**config.mk**
```make
export PLATFORM = sky130hd
export DESIGN_NAME = wb_master_bridge
export DESIGN_NICKNAME = d
export VERILOG_FILES = /design/src/rtl/wb_master_pkg.sv /design/src/rtl/wb_master_timeout.sv /design/src/rtl/wb_master_bridge.sv
export SDC_FILE = /design/constraint.sdc
export NUM_CORES = 1
export LEC_CHECK = 0
export ABC_AREA = 1
export CAP_MARGIN = 20
export CELL_PAD_IN_SITES_DETAIL_PLACEMENT = 1
export CELL_PAD_IN_SITES_GLOBAL_PLACEMENT = 1
export CORE_ASPECT_RATIO = 1.1
export CORE_MARGIN = 10
export CORE_UTILIZATION = 29
export DETAILED_ROUTE_END_ITERATION = 8
export PLACE_DENSITY_LB_ADDON = 0.2
export REMOVE_ABC_BUFFERS = 1
export SKIP_LAST_GASP = 1
export SLEW_MARGIN = 20
export SYNTH_ARGS = -nofsm -noshare
export SYNTH_HDL_FRONTEND = slang
export SYNTH_SLANG_ARGS = --single-unit
```
**constraint.sdc**
```tcl
create_clock -name wb_clk -period 1.2 [get_ports wb_clk]
set_input_delay 0.24 -clock wb_clk [delete_from_list [all_inputs] [get_ports wb_clk]]
set_output_delay 0.24 -clock wb_clk [all_outputs]
set_load 0.1 [all_outputs]
```
**src/rtl/wb_master_pkg.sv**
```systemverilog
// ============================================================================
// Module   : wb_master_pkg
// Brief    : Shared types and defaults for the Wishbone classic initiator.
// Revision : 1.0 - initial release
// ============================================================================
`default_nettype none

package wb_master_pkg;

    typedef enum logic [1:0] {
        IDLE = 2'd0,
        BUS  = 2'd1,
        RESP = 2'd2
    } state_t;

    localparam int unsigned c_DW_DEFAULT       = 32;
    localparam int unsigned c_AW_DEFAULT       = 32;
    localparam logic [31:0] c_ERR_DATA_DEFAULT = 32'hDEAD_BEEF;

    // Wide enough to hold the limit itself, so the counter can saturate there.
    function automatic int unsigned timeout_cnt_w(input int unsigned cycles);
        return $clog2(cycles + 1);
    endfunction

endpackage

`default_nettype wire

```
**src/rtl/wb_master_timeout.sv**
```systemverilog
// ============================================================================
// Module   : wb_master_timeout
// Brief    : Clear/enable bus-wait counter; flags the last permitted cycle.
// Revision : 1.0 - initial release
// ============================================================================
`default_nettype none

module wb_master_timeout
    import wb_master_pkg::*;
#(
    parameter int unsigned LIMIT = 255,
    parameter int unsigned WIDTH = timeout_cnt_w(LIMIT)
) (
    input  logic i_clk,
    input  logic i_rst_n,
    input  logic i_clr,
    input  logic i_en,
    output logic o_expired
);

    localparam logic [WIDTH-1:0] c_LAST = WIDTH'(LIMIT - 1);
    localparam logic [WIDTH-1:0] c_SAT  = WIDTH'(LIMIT);

    logic [WIDTH-1:0] r_cnt;

    always_ff @(posedge i_clk or negedge i_rst_n) begin
        if (!i_rst_n) begin
            r_cnt <= '0;
        end else if (i_clr) begin
            r_cnt <= '0;
        end else if (i_en && (r_cnt != c_SAT)) begin
            r_cnt <= r_cnt + 1'b1;
        end
    end

    // The edge that closes the LIMIT-th enabled cycle is the expiry edge.
    assign o_expired = i_en && (r_cnt == c_LAST);

endmodule

`default_nettype wire

```
**src/rtl/wb_master_bridge.sv**
```systemverilog
// ============================================================================
// Module   : wb_master_bridge
// Brief    : valid/ready request -> single Wishbone classic cycle -> response.
//            Optional bus timeout abort enabled by WB_MASTER_TIMEOUT_EN.
// Revision : 1.0 - initial release
// ============================================================================
`default_nettype none

module wb_master_bridge
    import wb_master_pkg::*;
#(
    parameter int unsigned    DW             = c_DW_DEFAULT,
    parameter int unsigned    AW             = c_AW_DEFAULT,
    parameter int unsigned    TIMEOUT_CYCLES = 255,
    parameter logic [DW-1:0]  ERR_DATA       = c_ERR_DATA_DEFAULT
) (
    input  logic              wb_clk,
    input  logic              wb_rst_n,
    input  logic              req_valid,
    output logic              req_ready,
    input  logic              req_we,
    input  logic [AW-1:0]     req_adr,
    input  logic [DW-1:0]     req_wdata,
    input  logic [DW/8-1:0]   req_sel,
    output logic              rsp_valid,
    input  logic              rsp_ready,
    output logic [DW-1:0]     rsp_rdata,
    output logic              rsp_err,
    output logic              wb_cyc_o,
    output logic              wb_stb_o,
    output logic              wb_we_o,
    output logic [AW-1:0]     wb_adr_o,
    output logic [DW-1:0]     wb_dat_o,
    output logic [DW/8-1:0]   wb_sel_o,
    input  logic [DW-1:0]     wb_dat_i,
    input  logic              wb_ack_i,
    output logic              busy
);

    state_t             r_state;
    state_t             w_state_nxt;
    logic               r_rdy_en;
    logic               r_cyc;
    logic               r_we;
    logic [AW-1:0]      r_adr;
    logic [DW-1:0]      r_dat;
    logic [DW/8-1:0]    r_sel;
    logic               r_rsp_valid;
    logic [DW-1:0]      r_rsp_rdata;
    logic               r_rsp_err;

    logic               w_cyc_nxt;
    logic               w_we_nxt;
    logic [AW-1:0]      w_adr_nxt;
    logic [DW-1:0]      w_dat_nxt;
    logic [DW/8-1:0]    w_sel_nxt;
    logic               w_rsp_valid_nxt;
    logic [DW-1:0]      w_rsp_rdata_nxt;
    logic               w_rsp_err_nxt;

    logic               w_accept;
    logic               w_expired;

    // req_ready stays low until the first edge after reset release.
    assign req_ready = (r_state == IDLE) && r_rdy_en;
    assign busy      = (r_state != IDLE);
    assign w_accept  = req_valid && req_ready;

`ifdef WB_MASTER_TIMEOUT_EN
    wb_master_timeout #(
        .LIMIT     (TIMEOUT_CYCLES)
    ) u_timeout (
        .i_clk     (wb_clk),
        .i_rst_n   (wb_rst_n),
        .i_clr     (w_accept),
        .i_en      (r_state == BUS),
        .o_expired (w_expired)
    );
`else
    assign w_expired = 1'b0;

    // TIMEOUT_CYCLES has no effect here; an empty guard keeps it referenced.
    if (TIMEOUT_CYCLES == 0) begin : g_timeout_unused
    end
`endif

    always_ff @(posedge wb_clk or negedge wb_rst_n) begin
        if (!wb_rst_n) begin
            r_state <= IDLE;
        end else begin
            r_state <= w_state_nxt;
        end
    end

    always_comb begin
        w_state_nxt     = r_state;
        w_cyc_nxt       = r_cyc;
        w_we_nxt        = r_we;
        w_adr_nxt       = r_adr;
        w_dat_nxt       = r_dat;
        w_sel_nxt       = r_sel;
        w_rsp_valid_nxt = r_rsp_valid;
        w_rsp_rdata_nxt = r_rsp_rdata;
        w_rsp_err_nxt   = r_rsp_err;

        case (r_state)
            IDLE: begin
                if (w_accept) begin
                    w_state_nxt = BUS;
                    w_cyc_nxt   = 1'b1;
                    w_we_nxt    = req_we;
                    w_adr_nxt   = req_adr;
                    w_dat_nxt   = req_wdata;
                    w_sel_nxt   = req_sel;
                end
            end
            BUS: begin
                // Ack takes priority over an expiry on the same edge.
                if (wb_ack_i) begin
                    w_state_nxt     = RESP;
                    w_cyc_nxt       = 1'b0;
                    w_rsp_valid_nxt = 1'b1;
                    w_rsp_rdata_nxt = r_we ? '0 : wb_dat_i;
                    w_rsp_err_nxt   = 1'b0;
                end else if (w_expired) begin
                    w_state_nxt     = RESP;
                    w_cyc_nxt       = 1'b0;
                    w_rsp_valid_nxt = 1'b1;
                    w_rsp_rdata_nxt = ERR_DATA;
                    w_rsp_err_nxt   = 1'b1;
                end
            end
            RESP: begin
                if (rsp_ready) begin
                    w_state_nxt     = IDLE;
                    w_rsp_valid_nxt = 1'b0;
                end
            end
            default: begin
                w_state_nxt = IDLE;
                w_cyc_nxt   = 1'b0;
            end
        endcase
    end

    always_ff @(posedge wb_clk or negedge wb_rst_n) begin
        if (!wb_rst_n) begin
            r_rdy_en    <= 1'b0;
            r_cyc       <= 1'b0;
            r_we        <= 1'b0;
            r_adr       <= '0;
            r_dat       <= '0;
            r_sel       <= '0;
            r_rsp_valid <= 1'b0;
            r_rsp_rdata <= '0;
            r_rsp_err   <= 1'b0;
        end else begin
            r_rdy_en    <= 1'b1;
            r_cyc       <= w_cyc_nxt;
            r_we        <= w_we_nxt;
            r_adr       <= w_adr_nxt;
            r_dat       <= w_dat_nxt;
            r_sel       <= w_sel_nxt;
            r_rsp_valid <= w_rsp_valid_nxt;
            r_rsp_rdata <= w_rsp_rdata_nxt;
            r_rsp_err   <= w_rsp_err_nxt;
        end
    end

    assign wb_cyc_o  = r_cyc;
    assign wb_stb_o  = r_cyc;
    assign wb_we_o   = r_we;
    assign wb_adr_o  = r_adr;
    assign wb_dat_o  = r_dat;
    assign wb_sel_o  = r_sel;
    assign rsp_valid = r_rsp_valid;
    assign rsp_rdata = r_rsp_rdata;
    assign rsp_err   = r_rsp_err;

endmodule

`default_nettype wire

```
# Yosys cells after proc, flatten, opt, wreduce, memory -nomap -nowiden
# Cells that the tools add are included.
[totals]
reg_bits = 106
in_bits = 106
out_inout_bits = 107
elab_cells = 36
[op_classes]
eq_ne = 5
mux = 11
bitwise = 1
n_reduce_logical = 10
[ops]
columns = ["cell", "n"]
rows = [
  ["2-to-1 mux 32 bit", 1],
  ["AND reduction 3 bit", 3],
  ["2-to-1 mux 2 bit", 3],
  ["inequality test 2 bit, second input constant", 3],
  ["one-hot mux 2 bit (3 select lines)", 1],
  ["2-to-1 mux 1 bit", 4],
  ["AND reduction 2 bit", 2],
  ["nonzero test 2 bit", 2],
  ["one-hot mux 1 bit (3 select lines)", 1],
  ["equality test 2 x 1 -> 1 bit, second input constant", 1],
  ["equality test 2 bit, second input constant", 1],
  ["logical AND 1 bit", 2],
  ["zero test 2 bit", 1],
  ["one-hot mux 1 bit (2 select lines)", 1],
  ["inverter 1 bit", 1],
]

# Depth between registers and ports, before layout
# Gate-level depths: netlist of run 1.
[depth]
depth_word = 5
mapped_depth = 6
depth_no_buf = 5

# Worst setup path before layout of run 1
# OpenSTA, ideal clock, no wires.
[synth_path]
path_type = "reg2out"
start = "reg r_state[0]"
end = "out req_ready"
t_arrival_ns = 2.604
required_ns = 0.960
path_slack_ns = -1.644
path_stages_with_launch = 5
n_path_buf = 1
cell_sequence = "dfrtp_1 -> nor2_4 -> buf_2 -> inv_1 -> nor2_1"
[synth_between]
elab_chain_cells = 2
[synth_lines]
columns = ["element", "line", "source"]
rows = [
  ["start: declaration", "wb_master_bridge.sv:40", "state_t r_state;"],
  ["start signal: assignment", "wb_master_bridge.sv:91", "r_state <= w_state_nxt;"],
  ["zero test 2 bit", "wb_master_bridge.sv:65", "assign req_ready = (r_state == IDLE) && r_rdy_en;"],
  ["logical AND 1 bit", "wb_master_bridge.sv:65", ""],
  ["end: declaration", "wb_master_bridge.sv:20", "output logic req_ready,"],
]
# Every way passes these cells.

# Final worst setup path of run 1
[layout_path]
start = "reg r_state[0]"
end = "out busy"
[layout_between]
elab_chain_cells = 1
[layout_lines]
columns = ["element", "line", "source"]
rows = [
  ["nonzero test 2 bit", "wb_master_bridge.sv:66", "assign busy = (r_state != IDLE);"],
  ["end: declaration", "wb_master_bridge.sv:37", "output logic busy"],
]
# Every way passes these cells.

==> results of run 1 <==
power by group through the flow:
| stage | Combinational, mW | Clock, mW | Sequential, mW |
|---|---|---|---|
| 4_1_cts | 20.4 | 3.18 | 6.50 |
| 3_3_place_gp | 19.1 | 0 | 6.49 |
| 5_1_grt | 21.9 | 3.33 | 6.70 |
| 3_5_place_dp | 19.3 | 0 | 6.59 |
| 6_report | 21.2 | 3.12 | 6.55 |
| 2_1_floorplan | 1.63 | 0 | 15.8 |
kinds of logic after synthesis:
group,after synthesis,share of synthesized area [%]
AO/OA/AOI/OAI,3,0.3335
buffers and inverters,79,7.395
other,2,0.1669
flip-flops,106,58.94
AND/OR/NAND/NOR,346,33.17
metal layers:
metal,global-route usage (%),vias to the layer above
li1,-,2265
met1,21.15,2425
met2,34.21,194
met3,8.066,31
met4,6.576,0
met5,0,-
placed cells by master, fill, tap and decap left out, drive strengths merged:
cell type      count
buf              212
bufinv             1
clkbuf            14
clkdlybuf4s50    103
clkinv             2
conb               2
dfrtp            106
diode              2
dlygate4sd3        1
inv               36
nand2            240
nand3              3
nand4             69
nor2              34
o21ai              3
repair_timing:
item / 4_1_cts / 5_1_grt
buffers inserted: 32 / 42
resized for setup: 23 / 24
hold endpoints to repair: 11 / 0
setup endpoints to repair: 183 / 210
hold buffers: 1 / 0
cloned: 8 / 1
pin swaps: 4 / 4
worst reg2reg max path, delay by kind of cell (launching register included):
kind                   cells  cell delay, ns
DFF                        1            0.41
and+or+nand+nor            4            0.42
buffers and inverters      4            0.57
flip-flops by register name, indices dropped and copies added (netlist names):
name,cells
wb_we_o,1
r_state,2
wb_dat_o,32
rsp_rdata,32
wb_sel_o,4
rsp_valid,1
wb_adr_o,32
wb_cyc_o,1
r_rdy_en,1
stage by stage:
| step | util, % | cells | power, mW | worst slack [ns] |
|---|---|---|---|---|
| 3_3_place_gp | 52.98 | 926 | 25.58 | -0.1523 |
| 3_5_place_dp | 52.98 | 926 | 25.94 | -0.1595 |
| 6_report | 61.23 | 1024 | 30.89 | -0.3672 |
| 5_1_grt | 61.20 | 1022 | 31.97 | -0.4210 |
| 4_1_cts | 58.77 | 982 | 30.04 | -0.3928 |
| 2_1_floorplan | - | 494 | 17.38 | -2.440 |
final cells by class:
cell class / instances / area, µm²
repair buffers: 317 / 4313
multi-input cells: 351 / 1580
flip-flops and latches: 106 / 2659
diodes: 2 / 5.005
fillers: 1602 / 5859
inverters: 37 / 146.4
clock inverters: 2 / 35.03
clock buffers: 13 / 270.3
well taps: 196 / 245.2
final timing paths:
check	startpoint	to	slack, ns	cells after the start
max	r_state[0]	busy	-0.37	4
min	wb_rst_n	rsp_rdata[2]	0.30	2
max reg2reg	r_state[0]	wb_dat_o[18]	-0.28	8
min reg2reg	wb_adr_o[22]	wb_adr_o[22]	0.54	2
max in group asynchronous	wb_rst_n	rsp_rdata[24]	0.41	3
min in group wb_clk	req_valid	wb_dat_o[6]	0.43	4
==> metrics.md, run 1 <==
| Metric | Value |
|---|---|
| Status | `finished with violations` |
| Failing checks | `negative setup slack` |
| CP max stage delay | `a little over 0.4 ns` |
| Gr usage total | `about 20%` |
| Post-layout nets | `around 930` |
| Synth warn | `0` |
| Internal power | `14.48 mW` |
| Post-Route Setup TNS | `-20.87 ns` |
| Yosys top cell area share | `58.94%` |
| Initial antenna violation count | `1` |
| WL met3 | `2.147 mm` |
| Syn Std Cell Area | `around 0.0045 mm²` |
| Routed wl met2 | `around 11 mm` |
| Critical path's slowest cell | `dfrtp_1` |
| DIE WIDTH | `~140 µm` |
| Total number of vias | `between 4000 and 5000` |
| Sw Pwr | `16.40 mW` |
| Min-Delay Path Class | `in2async` |
| Root buf cell | `clkbuf_16` |
| CTS tree | `built` |
| Crit path time final | `1.567 ns` |
| Clock insertion delay at the later pin of the skew report | `0.36 ns` |
| Endpoints failing setup | `approximately 120` |
| Routed length per instance | `21.16 µm` |
| Hold WS | `about 0.30 ns` |
| Peak VDD IR | `around 1.4 mV` |
| RSZ-0062 raised after global routing | `true` |
| Avg Inst Size Synth | `around 8.4 µm²` |
| Async SR Flop Fraction | `between 90% and 100%` |
| Cell variety after synth | `14` |
| Wl on met1 | `7.923 mm` |
| Antenna Violating Nets Remaining | `0` |
| Mapped Cells | `around 540` |
| Switching Fraction | `about 53%` |
| Critical Path Start Type | `register` |
| Crit path max-delay family | `flip-flops` |
| Htree depth | `3` |
| Fin crit share | `130.6%` |
| 1st-iter DRT viols | `190` |
| Placed cell areas | `roughly 0.0080 mm²` |
| Max Cap Violations | `0` |
| Crit-path cells | `nor2_4, inv_2, buf_4, buf_12` |
| Hold Fails Final Rpt | `0` |
| Port bufs | `about 210` |
| Clock-pin transition on the worst setup and hold timing paths | `roughly 0.070 ns` |
| Clock power share | `around a tenth` |
| Lkg Pwr | `between 4 and 5 nW` |
| Die Ht | `around 150 µm` |
| Sequential-to-total area share from yosys stat | `58.94%` |
| EDFF count, synth | `0` |
| Drc violations | `0` |
| Bufs on Longest Clock Path | `2` |
| HPWL Detailed | `~14 mm` |
| Final max-slew violation count | `0` |
| Fmax | `638.1 MHz` |
| Vias in the first global route | `5376` |
| DRT Pass-1 Iters | `4` |
| CP Data Arrival Time | `approximately 1.3 ns` |
| Crit. End Element | `output port` |
| Total grt overflow | `0` |
| Clock skew | `0.005646 ns` |
| Inserted Clock Buffers | `9` |
| Vias per cell | `approximately 4.8` |
| FF+latch count, synth | `between 100 and 150` |
| Post-synth top cells | `240 x nand2_1, 106 x dfrtp_1, 69 x nand4_1` |
| # rows | `47` |
| Reg power frac | `21.2%` |
| Routed Wire Length | `about 22 mm` |
| Setup CP Type | `reg2out` |
| WP buf/inv | `3` |
| Cell area after layout | `about 0.009 mm²` |
| Die Area | `0.02091 mm²` |
| Core area | `roughly 0.015 mm²` |
| Power Dens Cells | `3338 mW/mm²` |
| Most numerous cell in the Yosys netlist | `nand2_1` |
| Share of cells above drive strength 1 | `30.27%` |
| Top FF cell, synth | `dfrtp_1` |
| # IOs | `213` |
| First-pass GRT wire length | `roughly 32 mm` |
| Largest net degree at the start of global routing | `36` |
| Top layer in use | `met4` |
| Crit path required time | `between 0.9 and 1 ns` |
| Starting Density | `between 20% and 30%` |
| Final worst setup slack | `-0.3672 ns` |
| Cell taking the most area after synthesis | `dfrtp_1` |
| Clk sinks | `~110` |
| Syn-to-layout area delta | `105.6%` |
| Routability Congestion | `~0.80` |
| Synth area leaders | `dfrtp_1 59%, nand2_1 20%, nand4_1 9.6%` |
| Crit path max fanout | `2` |
| Combinational power share | `roughly 69%` |
No activity file was read; power rests on OpenSTA's default activity.
==> run 2, diff against run 1 <==
==> constraint.sdc (replaced) <==
create_clock -name wb_clk -period 1.2 [get_ports wb_clk]
set_input_delay 0.24 -clock wb_clk [delete_from_list [all_inputs] [get_ports wb_clk]]
set_output_delay 0.24 -clock wb_clk [all_outputs]
set_load 0.02 [all_outputs]
==> metrics.md, run 2 (synthesized netlist as in run 1, its figures left out) <==
| Metric | Value |
|---|---|
| Critical Path Start Type | `register` |
| Die Ht | `approximately 150 µm` |
| Depth of the worst register-to-register path | `7` |
| Clock skew | `around 0.0076 ns` |
| Setup CP Type | `reg2out` |
| Hold Fails Final Rpt | `0` |
| Most frequent cells in the layout | `230 x nand2_1, 105 x dfrtp_1, 103 x clkdlybuf4s50_1, 103 x buf_2, 69 x nand4_1` |
| Crit path required time | `roughly 0.96 ns` |
| DRT Pass-1 Iters | `4` |
| Port bufs | `211` |
| Most common cell after layout, fill and taps aside | `nand2_1` |
| Peak VDD IR | `0.8121 mV` |
| Post-Route Setup TNS | `-19.05 ns` |
| Reg2reg start | `r_state[0]` |
| Final Non-Filler Cells | `~970` |
| Total grt overflow | `0` |
| Syn-to-layout area delta | `61.41%` |
| Fin crit share | `120.6%` |
| Max Cap Violations | `0` |
| Vias per cell | `4.746` |
| Most used cell, CP | `buf_6` |
| CTS tree | `built` |
| CP Data Arrival Time | `about 1.2 ns` |
| Final worst setup slack | `-0.2471 ns` |
| WP buf/inv | `3` |
| Antenna Violating Nets Remaining | `0` |
| # rows | `47` |
| Hold WS | `0.2714 ns` |
| First-pass GRT wire length | `about 30 mm` |
| Htree depth | `3` |
| Crit. End Element | `output port` |
| Pwr Total | `about 16 mW` |
| Initial antenna violation count | `2` |
| Share of cells above drive strength 1 | `24.81%` |
| Placed cells | `926` |
| Die Area | `0.02091 mm²` |
| Cell area after layout | `approximately 0.0073 mm²` |
| CP max stage delay | `slightly above 0.4 ns` |
| Drc violations | `0` |
| Placed cell areas | `roughly 0.007 mm²` |
| Power Dens Cells | `roughly 2200 mW/mm²` |
| Post-layout nets | `~870` |
| 1st-iter DRT viols | `121` |
| Routed length per instance | `approximately 20 µm` |
| Filler cells | `1800` |
| RR Endpoint | `wb_adr_o[10]` |
| Routed Wire Length | `a little under 20 mm` |
| Flop2flop setup slack | `-0.22 ns` |
| Failing checks | `negative setup slack` |
| Core area | `0.01511 mm²` |
| Vias in the first global route | `roughly 5000` |
| HPWL Detailed | `between 10 and 15 mm` |
| Clock-pin transition on the worst setup and hold timing paths | `around 0.07 ns` |
| Clock insertion delay at the later pin of the skew report | `0.36 ns` |
| Total number of vias | `between 4000 and 5000` |
| CP endpoint | `busy` |
| Critical path depth | `4` |
| Crit path max fanout | `2` |
| RSZ-0062 raised after global routing | `true` |
| Final max-slew violation count | `0` |
| Largest net degree at the start of global routing | `between 60 and 70` |
| FF+latch area | `between 0.002 and 0.003 mm²` |
| CP startpoint | `r_state[0]` |
| Endpoints failing setup | `107` |
| Status | `finished with violations` |
| DIE WIDTH | `138.8 µm` |
| Min-Delay Path Class | `in2async` |
| Crit path time final | `roughly 1.4 ns` |
| # IOs | `~210` |
| Crit-path cells | `nor2_4, inv_2, buf_6, buf_6` |
| Bufs on Longest Clock Path | `2` |
| Routability Congestion | `just under 0.8` |
| Lkg Pwr | `3.908 nW` |
| Crit path max-delay family | `flip-flops` |
| Gr usage total | `roughly 17%` |
| Root buf cell | `clkbuf_16` |
| Area occupied by multi-input gates | `~0.0016 mm²` |
| Critical path's slowest cell | `dfrtp_1` |
| Starting Density | `between 20% and 30%` |
| Fmax | `between 600 and 700 MHz` |
| Clk sinks | `between 100 and 150` |
| Inserted Clock Buffers | `9` |
==> run 2: per-stage QoR <==
step                utilization (%)  setup slack [ns]
floorplan                         -            -1.680
global placement              45.96           -0.3374
detailed placement            45.96           -0.3538
CTS                           46.28           -0.2577
global route                  48.03           -0.3011
finish                        48.07           -0.2471
==> run 2: repair_timing <==
action,in CTS,in global routing
hold buffers,1,0
resized for setup,457,31
cloned,6,6
pin swaps,2,3
buffers inserted,6,8
hold endpoints to repair,106,0
endpoints found under the setup margin,210,109
==> run 2: worst register-to-register path, delay by kind of cell (launching register included) <==
family                 cells  cell delay [ns]
and+or+nand+nor            4             0.45
buffers and inverters      3             0.46
DFF                        1             0.41
==> run 2: how the worst min path moves through the flow <==
stage,slack (ns),depth (start not counted),startpoint,to
5_1_grt,0.28,2,wb_rst_n,rsp_rdata[15]
3_3_place_gp,0.08,1,wb_rst_n,rsp_rdata[21]
4_1_cts,0.25,2,wb_rst_n,rsp_rdata[2]
3_5_place_dp,0.08,1,wb_rst_n,rsp_rdata[15]
2_1_floorplan,-0.06,0,wb_rst_n,r_rdy_en
6_report,0.27,2,wb_rst_n,rsp_rdata[2]
==> run 2: routing by layer <==
layer | vias to the layer above | global-route usage (%) | wire (µm)
met3 | 24 | 6.616 | 1601
met5 | - | 0 | 0
li1 | 2152 | - | -
met1 | 2255 | 20.76 | 8246
met4 | 0 | 5.585 | 360
met2 | 163 | 28.77 | 9165
==> run 2: cell type report <==
type / count / share of cell area (%)
Antenna cell: 2 / 0.06889
Inverter: 37 / 2.015
Clock inverter: 6 / 0.5684
Clock buffer: 10 / 3.290
Sequential cell: 106 / 36.53
Tap cell: 196 / 3.376
Timing Repair Buffer: 260 / 32.35
Multi-Input combinational cell: 351 / 21.81
==> run 2: report_power, final <==
part	internal (mW)	switching [mW]	total (mW)	leakage (nW)
sequential	4.92	0.757	5.68	1.33
combinational	2.67	4.47	7.14	2.45
clock	1.47	1.42	2.88	0.131
==> run 3, diff against run 2 <==
Settings changed: CTS_CLUSTER_SIZE from default to 10, PLACE_DENSITY_LB_ADDON 0.2 to 0.1.
==> metrics.md, run 3 (synthesized netlist as in run 1, its figures left out) <==
| Metric | Value |
|---|---|
| Total number of vias | `roughly 4600` |
| Crit-path cells | `buf_4, buf_6, inv_4, nand3_4, buf_12, buf_4, buf_4, nand2_1, nand2_1` |
| Starting Density | `roughly 30%` |
| Crit path time final | `~1.5 ns` |
| Htree depth | `3` |
| CTS tree | `built` |
| Crit path max fanout | `6` |
| Clock-pin transition on the worst setup and hold timing paths | `0.07 ns` |
| Cell area after layout | `0.007665 mm²` |
| HPWL Detailed | `approximately 12 mm` |
| Critical path's slowest cell | `dfrtp_1` |
| Critical Path Start Type | `register` |
| Crit path max-delay family | `buffers and inverters` |
| Most common cell after layout, fill and taps aside | `nand2_1` |
| # IOs | `around 210` |
| Gr usage total | `between 10% and 20%` |
| Die Area | `0.02091 mm²` |
| DRT Pass-1 Iters | `4` |
| Fmax | `a little under 700 MHz` |
| Root buf cell | `clkbuf_16` |
| Peak VDD IR | `just over 0.8 mV` |
| Min-Delay Path Class | `in2async` |
| RSZ-0062 raised after global routing | `true` |
| # rows | `47` |
| Most frequent cells in the layout | `194 x nand2_1, 105 x dfrtp_1, 103 x clkdlybuf4s50_1` |
| WP buf/inv | `6` |
| Clock insertion delay at the later pin of the skew report | `around 0.35 ns` |
| Setup CP Type | `reg2reg` |
| Final max-slew violation count | `0` |
| Vias in the first global route | `around 5000` |
| Post-layout nets | `881` |
| Largest net degree at the start of global routing | `53` |
| Final worst setup slack | `-0.2745 ns` |
| Crit. End Element | `register` |
| Final Non-Filler Cells | `976` |
| Total grt overflow | `0` |
| Max Cap Violations | `0` |
| Placed cells | `approximately 930` |
| Fin crit share | `122.9%` |
| Failing checks | `negative setup slack` |
| Bufs on Longest Clock Path | `2` |
| DIE WIDTH | `between 100 and 150 µm` |
| Endpoints failing setup | `108` |
| First-pass GRT wire length | `29.16 mm` |
| Inserted Clock Buffers | `9` |
| Initial antenna violation count | `0` |
| Routed length per instance | `20.01 µm` |
| Port bufs | `roughly 210` |
| Status | `finished with violations` |
| Clk sinks | `around 110` |
| CP max stage delay | `0.42 ns` |
| Vias per cell | `4.710` |
| CP Data Arrival Time | `1.72 ns` |
| Crit path required time | `1.45 ns` |
| Hold Fails Final Rpt | `0` |
| Routed Wire Length | `around 20 mm` |
| Die Ht | `150.7 µm` |
| 1st-iter DRT viols | `147` |
| Filler cells | `~1700` |
| Antenna Violating Nets Remaining | `0` |
| Clock skew | `approximately 0.0072 ns` |
| Routability Congestion | `about 0.76` |
| Core area | `between 0.015 and 0.02 mm²` |
| Most used cell, CP | `buf_4` |
| Lkg Pwr | `just over 4 nW` |
| Share of cells above drive strength 1 | `between 30% and 40%` |
| Drc violations | `0` |
| Placed cell areas | `0.006923 mm²` |
| Syn-to-layout area delta | `70.31%` |
| Power Dens Cells | `between 2000 and 2500 mW/mm²` |
run 3: changes by cell type in the layout (fill, tap and decap cells not counted), moves of 2 or more:
cell / before / now
nand2_1: 230 / 194
nand2_2: 8 / 29
nand2_4: 2 / 17
buf_6: 8 / 13
buf_16: 6 / 9
buf_2: 103 / 100
buf_12: 12 / 14
bufinv_16: 0 / 2
run 3: where the power goes:
part	switching, mW	total [mW]	internal [mW]	leakage [nW]
clock	1.38	3.19	1.82	0.145
sequential	0.863	5.79	4.92	1.33
combinational	4.51	7.58	3.07	2.59
run 3: area by class of cell:
type / instances / area [µm²] / area share [%]
flip-flops and latches: 106 / 2654 / 34.62
diodes: 1 / 2.502 / 0.03265
inverters: 37 / 143.9 / 1.877
clock inverters: 5 / 80.08 / 1.045
clock buffers: 10 / 229.0 / 2.987
multi-input cells: 351 / 1742 / 22.72
well taps: 196 / 245.2 / 3.199
repair buffers: 270 / 2569 / 33.51
run 3: timing repair:
action / 4_1_cts / 5_1_grt
gates resized for setup: 458 / 93
endpoints found under the hold margin: 106 / 0
setup buffers: 13 / 8
endpoints found under the setup margin: 208 / 113
pin swaps: 2 / 3
cloned: 10 / 5
hold buffers: 1 / 0
run 3: per-stage QoR:
step / power [mW] / TNS (ns) / hold WS [ns] / utilization [%] / worst slack [ns]
4_1_cts: 16.11 / -22.74 / 0.2378 / 47.84 / -0.2713
3_3_place_gp: 13.21 / -31.92 / 0.06802 / 45.81 / -0.4149
2_1_floorplan: 8.963 / -131.31 / -0.05559 / - / -1.680
5_1_grt: 17.65 / -28.47 / 0.2374 / 50.70 / -0.3524
3_5_place_dp: 13.40 / -34.16 / 0.06773 / 45.81 / -0.4639
6_report: 16.56 / -19.82 / 0.2446 / 50.72 / -0.2745
run 3: worst paths after layout:
path | cells past startpoint | slack, ns | start | end
max | 9 | -0.27 | r_state[1] | rsp_rdata[9]
max reg2reg | 9 | -0.27 | r_state[1] | rsp_rdata[9]
min | 2 | 0.24 | wb_rst_n | rsp_rdata[21]
min reg2reg | 2 | 0.47 | wb_dat_o[0] | wb_dat_o[0]
max in group asynchronous | 3 | 0.47 | wb_rst_n | r_rdy_en
min in group wb_clk | 4 | 0.42 | req_valid | wb_adr_o[7]
run 3: layer usage:
metal	global-route usage, %	up-vias	part of all wire [%]
met4	4.854	0	1.1
met3	6.805	13	7.7
met2	29.49	145	50
met1	20.21	2266	41
met5	0	-	0
li1	-	2173	-
